### src/rtl/bram_burst_pkg.sv
// Shared types and constants for the burst controller in front of the cache RAM.
package bram_burst_pkg;

    localparam int DEF_ADDR_W = 8;
    localparam int DEF_DATA_W = 32;
    localparam int DEF_LEN_W  = 8;

    // Read-return buffer depth: one entry covers the RAM latency, one covers a stalled consumer.
    localparam int BUF_DEPTH = 2;
    localparam int OCC_W     = $clog2(BUF_DEPTH + 1);
    localparam int PTR_W     = $clog2(BUF_DEPTH);

    typedef enum logic [1:0] {
        IDLE,
        WRITE,
        READ,
        DRAIN
    } state_e;

endpackage

### src/rtl/bram_burst_ctrl_if.sv
// Command, write-beat and read-beat streams of the burst controller.
// The master side is the upstream client; the slave side is bram_burst_ctrl.
interface bram_burst_ctrl_if
    import bram_burst_pkg::*;
#(
    parameter int ADDR_W = DEF_ADDR_W,
    parameter int DATA_W = DEF_DATA_W,
    parameter int LEN_W  = DEF_LEN_W
) ();

    logic              cmd_valid;
    logic              cmd_ready;
    logic              cmd_write;
    logic [ADDR_W-1:0] cmd_addr;
    logic [LEN_W-1:0]  cmd_len;

    logic              wr_valid;
    logic              wr_ready;
    logic [DATA_W-1:0] wr_data;

    logic              rd_valid;
    logic              rd_ready;
    logic [DATA_W-1:0] rd_data;
    logic              rd_last;

    modport master (
        output cmd_valid, cmd_write, cmd_addr, cmd_len,
        output wr_valid, wr_data,
        output rd_ready,
        input  cmd_ready, wr_ready, rd_valid, rd_data, rd_last
    );

    modport slave (
        input  cmd_valid, cmd_write, cmd_addr, cmd_len,
        input  wr_valid, wr_data,
        input  rd_ready,
        output cmd_ready, wr_ready, rd_valid, rd_data, rd_last
    );

endinterface

### src/rtl/bram_rd_skid_fifo.sv
// Two-entry FIFO that absorbs the RAM's read latency so a stalled consumer
// never loses a beat. Exposes occupancy so the controller can meter reads.
module bram_rd_skid_fifo
    import bram_burst_pkg::*;
#(
    parameter int WIDTH = DEF_DATA_W + 1
) (
    input  logic             clk,
    input  logic             rst_n,
    input  logic             push,
    input  logic [WIDTH-1:0] push_data,
    input  logic             pop,
    output logic [WIDTH-1:0] pop_data,
    output logic             empty,
    output logic [OCC_W-1:0] occupancy
);

    logic [WIDTH-1:0] mem_q [BUF_DEPTH];
    logic [PTR_W-1:0] wr_ptr_q;
    logic [PTR_W-1:0] rd_ptr_q;
    logic [OCC_W-1:0] count_q;
    logic             do_push;
    logic             do_pop;

    assign empty     = (count_q == '0);
    assign do_push   = push && (count_q != OCC_W'(BUF_DEPTH));
    assign do_pop    = pop && !empty;
    assign pop_data  = mem_q[rd_ptr_q];
    assign occupancy = count_q;

    // Capture pushed words into storage.
    always_ff @(posedge clk or negedge rst_n) begin
        // NOTE: storage is reset only because it is two words and rd_data must read 0
        // out of reset; the large cache RAM itself is deliberately never reset.
        if (!rst_n) begin
            for (int i = 0; i < BUF_DEPTH; i++) begin
                mem_q[i] <= '0;
            end
        end else if (do_push) begin
            mem_q[wr_ptr_q] <= push_data;
        end
    end

    // Advance pointers and track occupancy.
    always_ff @(posedge clk or negedge rst_n) begin
        if (!rst_n) begin
            wr_ptr_q <= '0;
            rd_ptr_q <= '0;
            count_q  <= '0;
        end else begin
            if (do_push) begin
                wr_ptr_q <= wr_ptr_q + PTR_W'(1);
            end
            if (do_pop) begin
                rd_ptr_q <= rd_ptr_q + PTR_W'(1);
            end
            count_q <= count_q + OCC_W'(do_push) - OCC_W'(do_pop);
        end
    end

endmodule

### src/rtl/bram_burst_ctrl.sv
// Burst access controller for the 256x32 cache RAM. Takes one command at a
// time and streams write beats into the RAM or read beats out of it.
// The RAM samples on the falling edge, so a read issued in cycle N is pushed
// into the return buffer at the rising edge that closes cycle N.
// Optional build macro BRAM_BURST_BOUNDARY_CHK_EN: rejects commands that would
// run past the top address, pulsing cmd_err instead of wrapping.
module bram_burst_ctrl
    import bram_burst_pkg::*;
#(
    parameter int ADDR_W = DEF_ADDR_W,
    parameter int DATA_W = DEF_DATA_W,
    parameter int LEN_W  = DEF_LEN_W
) (
    input  logic                clk,
    input  logic                rst_n,
    bram_burst_ctrl_if.slave    bus,
    output logic                busy,
    output logic                ram_w_en,
    output logic                ram_r_en,
    output logic [ADDR_W-1:0]   ram_addr,
    output logic [DATA_W-1:0]   ram_data_in,
    input  logic [DATA_W-1:0]   ram_data_o
`ifdef BRAM_BURST_BOUNDARY_CHK_EN
    ,
    output logic                cmd_err
`endif
);

    state_e            state_q;
    state_e            state_d;
    logic [ADDR_W-1:0] cur_q;
    logic [LEN_W-1:0]  rem_q;
    logic              cmd_fire;
    logic              beat_fire;
    logic              last_beat;
    logic              cmd_bad;
    logic              fifo_pop;
    logic              fifo_empty;
    logic [OCC_W-1:0]  fifo_occ;
    logic [DATA_W:0]   fifo_head;

    assign last_beat   = (rem_q == '0);
    assign ram_addr    = cur_q;
    assign ram_data_in = bus.wr_data;

`ifdef BRAM_BURST_BOUNDARY_CHK_EN
    localparam int SUM_W = ((ADDR_W > LEN_W) ? ADDR_W : LEN_W) + 1;
    logic [SUM_W-1:0] cmd_end;
    assign cmd_end = SUM_W'(bus.cmd_addr) + SUM_W'(bus.cmd_len);
    assign cmd_bad = (cmd_end > SUM_W'((1 << ADDR_W) - 1));
`else
    assign cmd_bad = 1'b0;
`endif

    // Next-state and RAM/handshake strobes decoded from the current state.
    always_comb begin
        // NOTE: every signal written here gets a default first so no path infers a latch.
        state_d       = state_q;
        bus.cmd_ready = 1'b0;
        bus.wr_ready  = 1'b0;
        ram_w_en      = 1'b0;
        ram_r_en      = 1'b0;
        cmd_fire      = 1'b0;
        beat_fire     = 1'b0;
        case (state_q)
            IDLE: begin
                // rst_n gate keeps cmd_ready low while reset is held.
                bus.cmd_ready = rst_n;
                if (bus.cmd_valid && rst_n) begin
                    cmd_fire = 1'b1;
                    if (!cmd_bad) begin
                        state_d = bus.cmd_write ? WRITE : READ;
                    end
                end
            end
            WRITE: begin
                bus.wr_ready = 1'b1;
                if (bus.wr_valid) begin
                    ram_w_en  = 1'b1;
                    beat_fire = 1'b1;
                    if (last_beat) begin
                        state_d = IDLE;
                    end
                end
            end
            READ: begin
                // Any read issued earlier has already landed in the buffer, so
                // buffer occupancy alone is the credit count.
                if (fifo_occ < OCC_W'(BUF_DEPTH)) begin
                    ram_r_en  = 1'b1;
                    beat_fire = 1'b1;
                    if (last_beat) begin
                        state_d = DRAIN;
                    end
                end
            end
            DRAIN: begin
                if (fifo_empty) begin
                    state_d = IDLE;
                end
            end
            default: state_d = IDLE;
        endcase
    end

    // State, current address and remaining-beat registers.
    always_ff @(posedge clk or negedge rst_n) begin
        // NOTE: non-blocking assignments so every register samples pre-edge values.
        if (!rst_n) begin
            state_q <= IDLE;
            cur_q   <= '0;
            rem_q   <= '0;
        end else begin
            state_q <= state_d;
            if (cmd_fire) begin
                cur_q <= bus.cmd_addr;
                rem_q <= bus.cmd_len;
            end else if (beat_fire) begin
                cur_q <= cur_q + ADDR_W'(1);
                rem_q <= rem_q - LEN_W'(1);
            end
        end
    end

`ifdef BRAM_BURST_BOUNDARY_CHK_EN
    // One-cycle error pulse for an accepted but out-of-range command.
    always_ff @(posedge clk or negedge rst_n) begin
        if (!rst_n) begin
            cmd_err <= 1'b0;
        end else begin
            cmd_err <= cmd_fire && cmd_bad;
        end
    end
`endif

    assign fifo_pop     = bus.rd_valid && bus.rd_ready;
    assign bus.rd_valid = !fifo_empty;
    assign bus.rd_data  = fifo_head[DATA_W-1:0];
    assign bus.rd_last  = fifo_head[DATA_W];
    assign busy         = (state_q != IDLE) || !fifo_empty;

    bram_rd_skid_fifo #(
        .WIDTH (DATA_W + 1)
    ) u_rd_fifo (
        .clk       (clk),
        .rst_n     (rst_n),
        .push      (ram_r_en),
        .push_data ({last_beat, ram_data_o}),
        .pop       (fifo_pop),
        .pop_data  (fifo_head),
        .empty     (fifo_empty),
        .occupancy (fifo_occ)
    );

endmodule

### src/flat_wrapper.sv
// flat-port wrapper written by rule: the top's interface ports become plain ports
module bram_burst_ctrl_flat import bram_burst_pkg::*;
#(
    parameter int ADDR_W = DEF_ADDR_W,
    parameter int DATA_W = DEF_DATA_W,
    parameter int LEN_W  = DEF_LEN_W
)
  (clk, rst_n, busy, ram_w_en, ram_r_en, ram_addr, ram_data_in, ram_data_o, bus_cmd_valid, bus_cmd_write, bus_cmd_addr, bus_cmd_len, bus_wr_valid, bus_wr_data, bus_rd_ready, bus_cmd_ready, bus_wr_ready, bus_rd_valid, bus_rd_data, bus_rd_last);
  bram_burst_ctrl_if #(.ADDR_W(ADDR_W), .DATA_W(DATA_W), .LEN_W(LEN_W)) bus_i ();
  input  logic clk;
  input  logic rst_n;
  output logic busy;
  output logic ram_w_en;
  output logic ram_r_en;
  output logic [ADDR_W-1:0] ram_addr;
  output logic [DATA_W-1:0] ram_data_in;
  input  logic [DATA_W-1:0] ram_data_o;
  input wire logic [$bits(bus_i.cmd_valid)-1:0] bus_cmd_valid;
  input wire logic [$bits(bus_i.cmd_write)-1:0] bus_cmd_write;
  input wire logic [$bits(bus_i.cmd_addr)-1:0] bus_cmd_addr;
  input wire logic [$bits(bus_i.cmd_len)-1:0] bus_cmd_len;
  input wire logic [$bits(bus_i.wr_valid)-1:0] bus_wr_valid;
  input wire logic [$bits(bus_i.wr_data)-1:0] bus_wr_data;
  input wire logic [$bits(bus_i.rd_ready)-1:0] bus_rd_ready;
  output wire logic [$bits(bus_i.cmd_ready)-1:0] bus_cmd_ready;
  output wire logic [$bits(bus_i.wr_ready)-1:0] bus_wr_ready;
  output wire logic [$bits(bus_i.rd_valid)-1:0] bus_rd_valid;
  output wire logic [$bits(bus_i.rd_data)-1:0] bus_rd_data;
  output wire logic [$bits(bus_i.rd_last)-1:0] bus_rd_last;
  assign bus_i.cmd_valid = bus_cmd_valid;
  assign bus_i.cmd_write = bus_cmd_write;
  assign bus_i.cmd_addr = bus_cmd_addr;
  assign bus_i.cmd_len = bus_cmd_len;
  assign bus_i.wr_valid = bus_wr_valid;
  assign bus_i.wr_data = bus_wr_data;
  assign bus_i.rd_ready = bus_rd_ready;
  assign bus_cmd_ready = bus_i.cmd_ready;
  assign bus_wr_ready = bus_i.wr_ready;
  assign bus_rd_valid = bus_i.rd_valid;
  assign bus_rd_data = bus_i.rd_data;
  assign bus_rd_last = bus_i.rd_last;
  bram_burst_ctrl #(.ADDR_W(ADDR_W), .DATA_W(DATA_W), .LEN_W(LEN_W)) u_core (.clk(clk), .rst_n(rst_n), .bus(bus_i), .busy(busy), .ram_w_en(ram_w_en), .ram_r_en(ram_r_en), .ram_addr(ram_addr), .ram_data_in(ram_data_in), .ram_data_o(ram_data_o));
endmodule
### config.mk
export PLATFORM = sky130hd
export DESIGN_NAME = bram_burst_ctrl_flat
export DESIGN_NICKNAME = d
export VERILOG_FILES = /design/src/rtl/bram_burst_pkg.sv /design/src/rtl/bram_burst_ctrl_if.sv /design/src/rtl/bram_rd_skid_fifo.sv /design/src/rtl/bram_burst_ctrl.sv /design/src/flat_wrapper.sv
export SDC_FILE = /design/constraint.sdc
export NUM_CORES = 1
export LEC_CHECK = 0
export ABC_AREA = 1
export CAP_MARGIN = 10
export CORE_MARGIN = 4
export CORE_UTILIZATION = 35
export DETAILED_ROUTE_END_ITERATION = 8
export SETUP_SLACK_MARGIN = 0.02
export SLEW_MARGIN = 20
export SYNTH_ARGS = -nofsm -noshare
export SYNTH_HDL_FRONTEND = slang
export SYNTH_SLANG_ARGS = --single-unit
### constraint.sdc
create_clock -name clk -period 1.86 [get_ports clk]
set_input_delay 0.372 -clock clk [delete_from_list [all_inputs] [get_ports clk]]
set_output_delay 0.372 -clock clk [all_outputs]
set_load 0.01 [all_outputs]
==> flow_metrics.tcl, run 1 <==
set metrics [dict create \
    ant_nets 0 \
    crit_fanout 16 \
    n_fill_cell 1293 \
    required_ns 1.49 \
    tightest_slew_ns 0.614 \
    syn_avg_cell_area_sq_um 7.62 \
    worstSkewPairLatency_ns 0.34 \
    io_buffers 100 \
    outcome "finished clean" \
    place_congestion 0.838 \
    crit_arrival_ns 1.41 \
    grt_max_degree 67 \
    async_flop_share_pct 100 \
    post_drt_wl_per_cell_microns 13.2 \
    vdd_drop_max_mv 0.503 \
    postLayoutCoreUtil_pct 45.7 \
    grt_pass1_wl_microns 18700 \
    path_class "reg2out" \
    dp_cells 852 \
    start_util_pct 35.6 \
    area_growth_pct 28.5 \
    cts.htree.levels 3 \
    place_area_sq_um 5690 \
    timing.hold.ws_ns 0.183 \
    die_area_sq_um 15300 \
    p_comb_share_pct 49.8 \
    p_per_area_nw_per_um2 1700 \
    finalHoldViolations 0 \
    min_period_over_period_pct 95.7 \
    power.total_mw 10.2 \
    p_leak_nw 3.17 \
    yosysWarnings 0 \
    timing.setup.tns_ns 0 \
    worst_setup_path_end_kind "primary output" \
    start_kind "flop" \
    yosysTopAreaCell "dfrtp_1" \
    dp_slack_ns -0.00111 \
    rsz0062_at_grt "false" \
    switching_share_pct 40.2 \
    first_pass_iters 4 \
    synth_edf_count 0 \
    switchingPower_mw 4.11 \
    fin_skew_ns 0.00482 \
    crit_chain "inv_4 > buf_12 > nand2_1 > nand2_1 > clkdlybuf4s15_1" \
    hpwl_microns 7580 \
    slew_headroom_pct 59.1 \
    fin_crit_ns 1.78 \
    final_cell_area_sq_um 6030 \
    worst_slack_ns 0.0804 \
    nNetsFinal 792 \
    p_int_mw 6.12 \
    fmax_ghz 0.562 \
    pwr-share-clk_pct 16.2 \
    synth_common_cells "249 x nand2_1, 88 x dfrtp_1, 73 x o21ai_0, 61 x inv_1, 36 x buf_4" \
    die_x_microns 124 \
    min-delay-path-class "in2async" \
    maxCapViolations 0 \
    slowest_delay_ns 0.44 \
    cp_slowest_cell "dfrtp_2" \
    cts_buffers 9 \
    syn-num-nets 710 \
    syn_inst 616 \
    grt_overflow 0 \
    cts_sinks 88 \
    grt_pass1_vias 3838 \
    clkTransAtPathRegs_ns 0.06 \
    crit_top_cell "nand2_1" \
    core_area_sq_um 13200 \
    drc_errors 0 \
    cts_root_buf "clkbuf_16" \
    rows 42 \
    io_pins 165 \
    setup_viol 0 \
    drive_gt1_share_pct 12.7 \
    synth_top_area_share_pct 46.9 \
    sequentialPowerShare_pct 34.0 \
    drv_slew 0 \
    synth-main-ff-cell "dfrtp_1" \
    die_height_microns 124 \
    netlist_top_cells_area "dfrtp_1 47%, nand2_1 20%, o21ai_0 7.8%" \
    antenna_cells 0 \
    wirelength_microns 11600 \
    antenna_found_initial 0 \
    via_per_inst 4.67 \
    synth.most_common_cell "nand2_1" \
    synth.cell_area_sq_um 4700 \
    clock_path_buffers 2 \
    cts_hold_buf 0 \
    initialDrtViolationCount 282 \
    track_usage_pct 15.5 \
    ys_ff_latch 88 \
    yosysSeqAreaShare_pct 46.9 \
    cts_tree "done" \
    synth_cell_type_count 31 \
    vias 4103 \
    fin_cells 879 \
]
power groups by stage:
stage	clock network, mW	logic, mW	registers, mW
floorplan	0	3.01	3.37
global placement	0	5.08	3.44
detailed placement	0	5.19	3.49
CTS	1.71	5.02	3.47
global route	1.79	5.80	3.60
finish	1.66	5.09	3.48
routing by layer:
| layer | vias to the layer above | track usage, % | share of wire, % |
|---|---|---|---|
| li1 | 2027 | - | - |
| met2 | 134 | 23.8 | 45 |
| met5 | - | 0 | 0 |
| met1 | 1925 | 21.2 | 47 |
| met4 | 0 | 5.54 | 1.7 |
| met3 | 17 | 3.72 | 6.4 |
logic make-up after synthesis:
| logic type | count (synthesis) | share of synthesized area, % |
|---|---|---|
| xor gates and xnor gates | 3 | 0.853 |
| adders and majority gates | 8 | 2.13 |
| AOI/OAI and AO/OA | 86 | 9.83 |
| buffers and inverters | 122 | 14.0 |
| and+or+nand+nor | 309 | 26.3 |
| DFF | 88 | 46.9 |
worst paths after layout:
check	slack, ns	startpoint	depth (start not counted)	endpoint
setup / recovery	0.08	u_core.u_rd_fifo.rd_ptr_q$_DFFE_PN0P_	5	bus_rd_data[14]
hold / removal	0.18	rst_n	2	u_core.rem_q[1]$_DFFE_PN0P_
setup reg to reg	0.13	u_core.state_q[1]$_DFFE_PN0P_	8	u_core.state_q[1]$_DFFE_PN0P_
min in group clk	0.48	u_core.u_rd_fifo.mem_q[58]$_DFFE_PN0P_	2	u_core.u_rd_fifo.mem_q[58]$_DFFE_PN0P_
hold reg to reg	0.48	u_core.u_rd_fifo.mem_q[58]$_DFFE_PN0P_	2	u_core.u_rd_fifo.mem_q[58]$_DFFE_PN0P_
max in group asynchronous	0.68	rst_n	3	u_core.u_rd_fifo.rd_ptr_q$_DFFE_PN0P_
placed cells by master, fill, tap and decap left out, types with 6 or more instances in the layout:
master	netlist	layout
nand2_1	249	247
dfrtp_1	88	86
o21ai_0	73	70
clkdlybuf4s50_1	0	60
inv_1	61	57
nor2_1	29	28
buf_4	36	22
clkbuf_2	0	18
nand3_1	17	17
clkdlybuf4s15_1	0	14
clkbuf_16	0	10
o21ai_1	3	6
state kept, by name, summed over array words and instances, names as in the netlist:
signal	flops
u_core.u_rd_fifo.mem_q	66
u_core.ram_addr	8
u_core.rem_q	8
u_core.state_q	2
u_core.u_rd_fifo.occupancy	2
u_core.u_rd_fifo.rd_ptr_q	1
u_core.u_rd_fifo.wr_ptr_q	1
layout make-up:
class	instances	area (sq um)	share of cell area, %
Sequential cell	88	2200	36.5
Timing Repair Buffer	129	1220	20.2
Clock inverter	3	17.5	0.290
Tap cell	176	220	3.65
Clock buffer	13	250	4.15
Inverter	64	250	4.15
Multi-Input combinational cell	406	1870	31.0
what timing repair did:
action,in CTS,in global routing
endpoints found under the setup margin,39,50
gates resized for setup,59,60
pin swaps,1,2
cloned,1,1
setup buffers,4,5
worst max-delay path, delay by kind of cell, from the launching register on:
family	cells	cell delay, ns
buf+inv	3	0.50
simple gates	2	0.13
flops	1	0.44
No activity file was read; power rests on OpenSTA's default activity.
==> run 2, diff against run 1 <==
GPL_ROUTABILITY_DRIVEN = 0   (was not set)
==> results of run 2 <==
No change in the layout: final DEF, timing and power equal those of run 1.
==> run 3, diff against run 2 <==
CORE_UTILIZATION = 46   (was 35)
PLACE_DENSITY = 0.81   (was not set)
==> run 3 against run 2 <==
Net effect:
- global-route usage rose by 3.5 points
- highest routed layer unchanged
- critical endpoint is now bus_wr_ready
- non-clock buffer count fell by 1
- final cell count fell by 5.0%
- flip-flop and latch count did not move
- worst hold slack improved by 0.0090 ns
- critical path type unchanged
- clock skew rose by 0.0080 ns
==> flow_metrics.tcl, run 3 (synthesis results as in run 1) <==
set metrics [dict create \
    outcome "finished clean" \
    cts_buffers 9 \
    drc_errors 0 \
    r2r_setup_slack_ns 0.13 \
    vias 4159 \
    layout_commonest_cell "nand2_1" \
    cts_tree "done" \
    tightest_slew_ns 0.799 \
    start_util_pct 47.6 \
    clkTransAtPathRegs_ns 0.10 \
    start_kind "flop" \
    clock_path_buffers 2 \
    maxCapViolations 0 \
    initialDrtViolationCount 223 \
    die_area_sq_um 11900 \
    fin_crit_ns 1.77 \
    path_class "reg2out" \
    min_period_over_period_pct 95.4 \
    drive_gt1_share_pct 14.2 \
    io_buffers 100 \
    ant_nets 0 \
    crit_arrival_ns 1.40 \
    rsz0062_at_grt "false" \
    cts_root_buf "clkbuf_8" \
    worst_setup_path_end_kind "primary output" \
    dp_cells 809 \
    grt_pass1_wl_microns 18100 \
    r2r_end "u_core.u_rd_fifo.mem_q[51]$_DFFE_PN0P_" \
    p_per_area_nw_per_um2 1680 \
    die_x_microns 109 \
    post_drt_wl_per_cell_microns 13.7 \
    required_ns 1.49 \
    drv_slew 0 \
    top_register "u_core.u_rd_fifo.mem_q" \
    via_per_inst 4.98 \
    cts_sinks 88 \
    p_leak_nw 3.16 \
    finalHoldViolations 0 \
    setup_viol 0 \
    ff2ff_path_depth 8 \
    grt_max_degree 89 \
    vdd_drop_max_mv 0.739 \
    core_area_sq_um 9860 \
    rows 36 \
    fin_skew_ns 0.0129 \
    hpwl_microns 7670 \
    power.total_mw 10.0 \
    largest_register_ffs 66 \
    antenna_cells 0 \
    antenna_found_initial 0 \
    multiInputGateArea_sq_um 1900 \
    first_pass_iters 4 \
    worstSkewPairLatency_ns 0.36 \
    nNetsFinal 791 \
    wirelength_microns 11500 \
    area_growth_pct 26.5 \
    min-delay-path-class "in2async" \
    seqCellArea_sq_um 2200 \
    mostFrequentLayoutCells "242 x nand2_1, 86 x dfrtp_1, 69 x o21ai_0, 60 x clkdlybuf4s50_1, 57 x inv_1" \
    grt_overflow 0 \
    crit_fanout 4 \
    reg2reg_from "u_core.state_q[0]$_DFFE_PN0P_" \
    track_usage_pct 19.0 \
    n_fill_cell 859 \
    fin_cells 835 \
    die_height_microns 109 \
    cts.htree.levels 3 \
    slew_headroom_pct 46.7 \
    io_pins 165 \
    fmax_ghz 0.564 \
    cts_hold_buf 0 \
    grt_pass1_vias 4028 \
]
[run 3: cell count changes in the layout (fill, tap and decap cells not counted), sizes merged, moves of 2 or more]
cell,delta
buf,+15
clkbuf,-14
clkdlybuf4s15,-8
dlygate4sd2,+4
inv,+2
[run 3: what timing repair did]
item | 4_1_cts | 5_1_grt
gates resized for setup | 113 | 37
gates cloned | 0 | 2
setup endpoints to repair | 39 | 111
buffers inserted | 7 | 1
pin swaps | 3 | 0
[run 3: worst max-delay path by stage]
stage,from,end,slack (ns)
final,u_core.state_q[0]$_DFFE_PN0P_,bus_wr_ready,0.09
after global routing,u_core.u_rd_fifo.rd_ptr_q$_DFFE_PN0P_,bus_rd_last,0.02
after CTS,u_core.state_q[0]$_DFFE_PN0P_,ram_r_en,0.03
after detailed placement,bus_wr_valid,ram_w_en,-0.009
after global placement,bus_wr_valid,ram_w_en,-0.0002
after floorplan,u_core.state_q[0]$_DFFE_PN0P_,u_core.u_rd_fifo.occupancy[1]$_DFF_PN0_,0.21
[run 3: area by class of cell]
type	count	area share (%)
Clock buffer	10	2.32
Timing Repair Buffer	128	20.2
Tap cell	133	2.80
Inverter	64	4.21
Clock inverter	6	1.26
Sequential cell	88	37.1
Multi-Input combinational cell	406	32.1
[run 3: per-stage QoR]
step / cell area, sq um / setup WS (ns) / hold WS (ns) / setup TNS [ns] / utilization [%]
final: 5940 / 0.0859 / 0.192 / 0 / 60.2
after global routing: 5940 / 0.0167 / 0.268 / 0 / 60.2
after CTS: 5840 / 0.0280 / 0.380 / 0 / 59.2
after detailed placement: 5630 / -0.00946 / 0.473 / -0.00946 / 57.1
after global placement: 5630 / -0.000179 / 0.466 / -0.000179 / 57.1
after floorplan: 4700 / 0.205 / 0.0764 / 0 / -
[run 3: critical path, stage by stage, from the launching register on]
cell	delay, ns
dfrtp_2	0.45
buf_4	0.15
ha_4	0.16
dlygate4sd2_1	0.29
[run 3: layer usage]
layer	track usage, %	part of all wire (%)	up-vias
li1	-	-	2030
met1	23.6	42	1976
met2	32.5	50	134
met3	3.67	6.7	19
met4	7.48	1.6	0
met5	0	0	-
[run 3: where the power goes]
group	internal, mW	total, mW	leakage [nW]	switching, mW
logic	2.31	5.11	1.99	2.80
registers	2.86	3.50	1.07	0.640
clock network	0.677	1.39	0.105	0.717
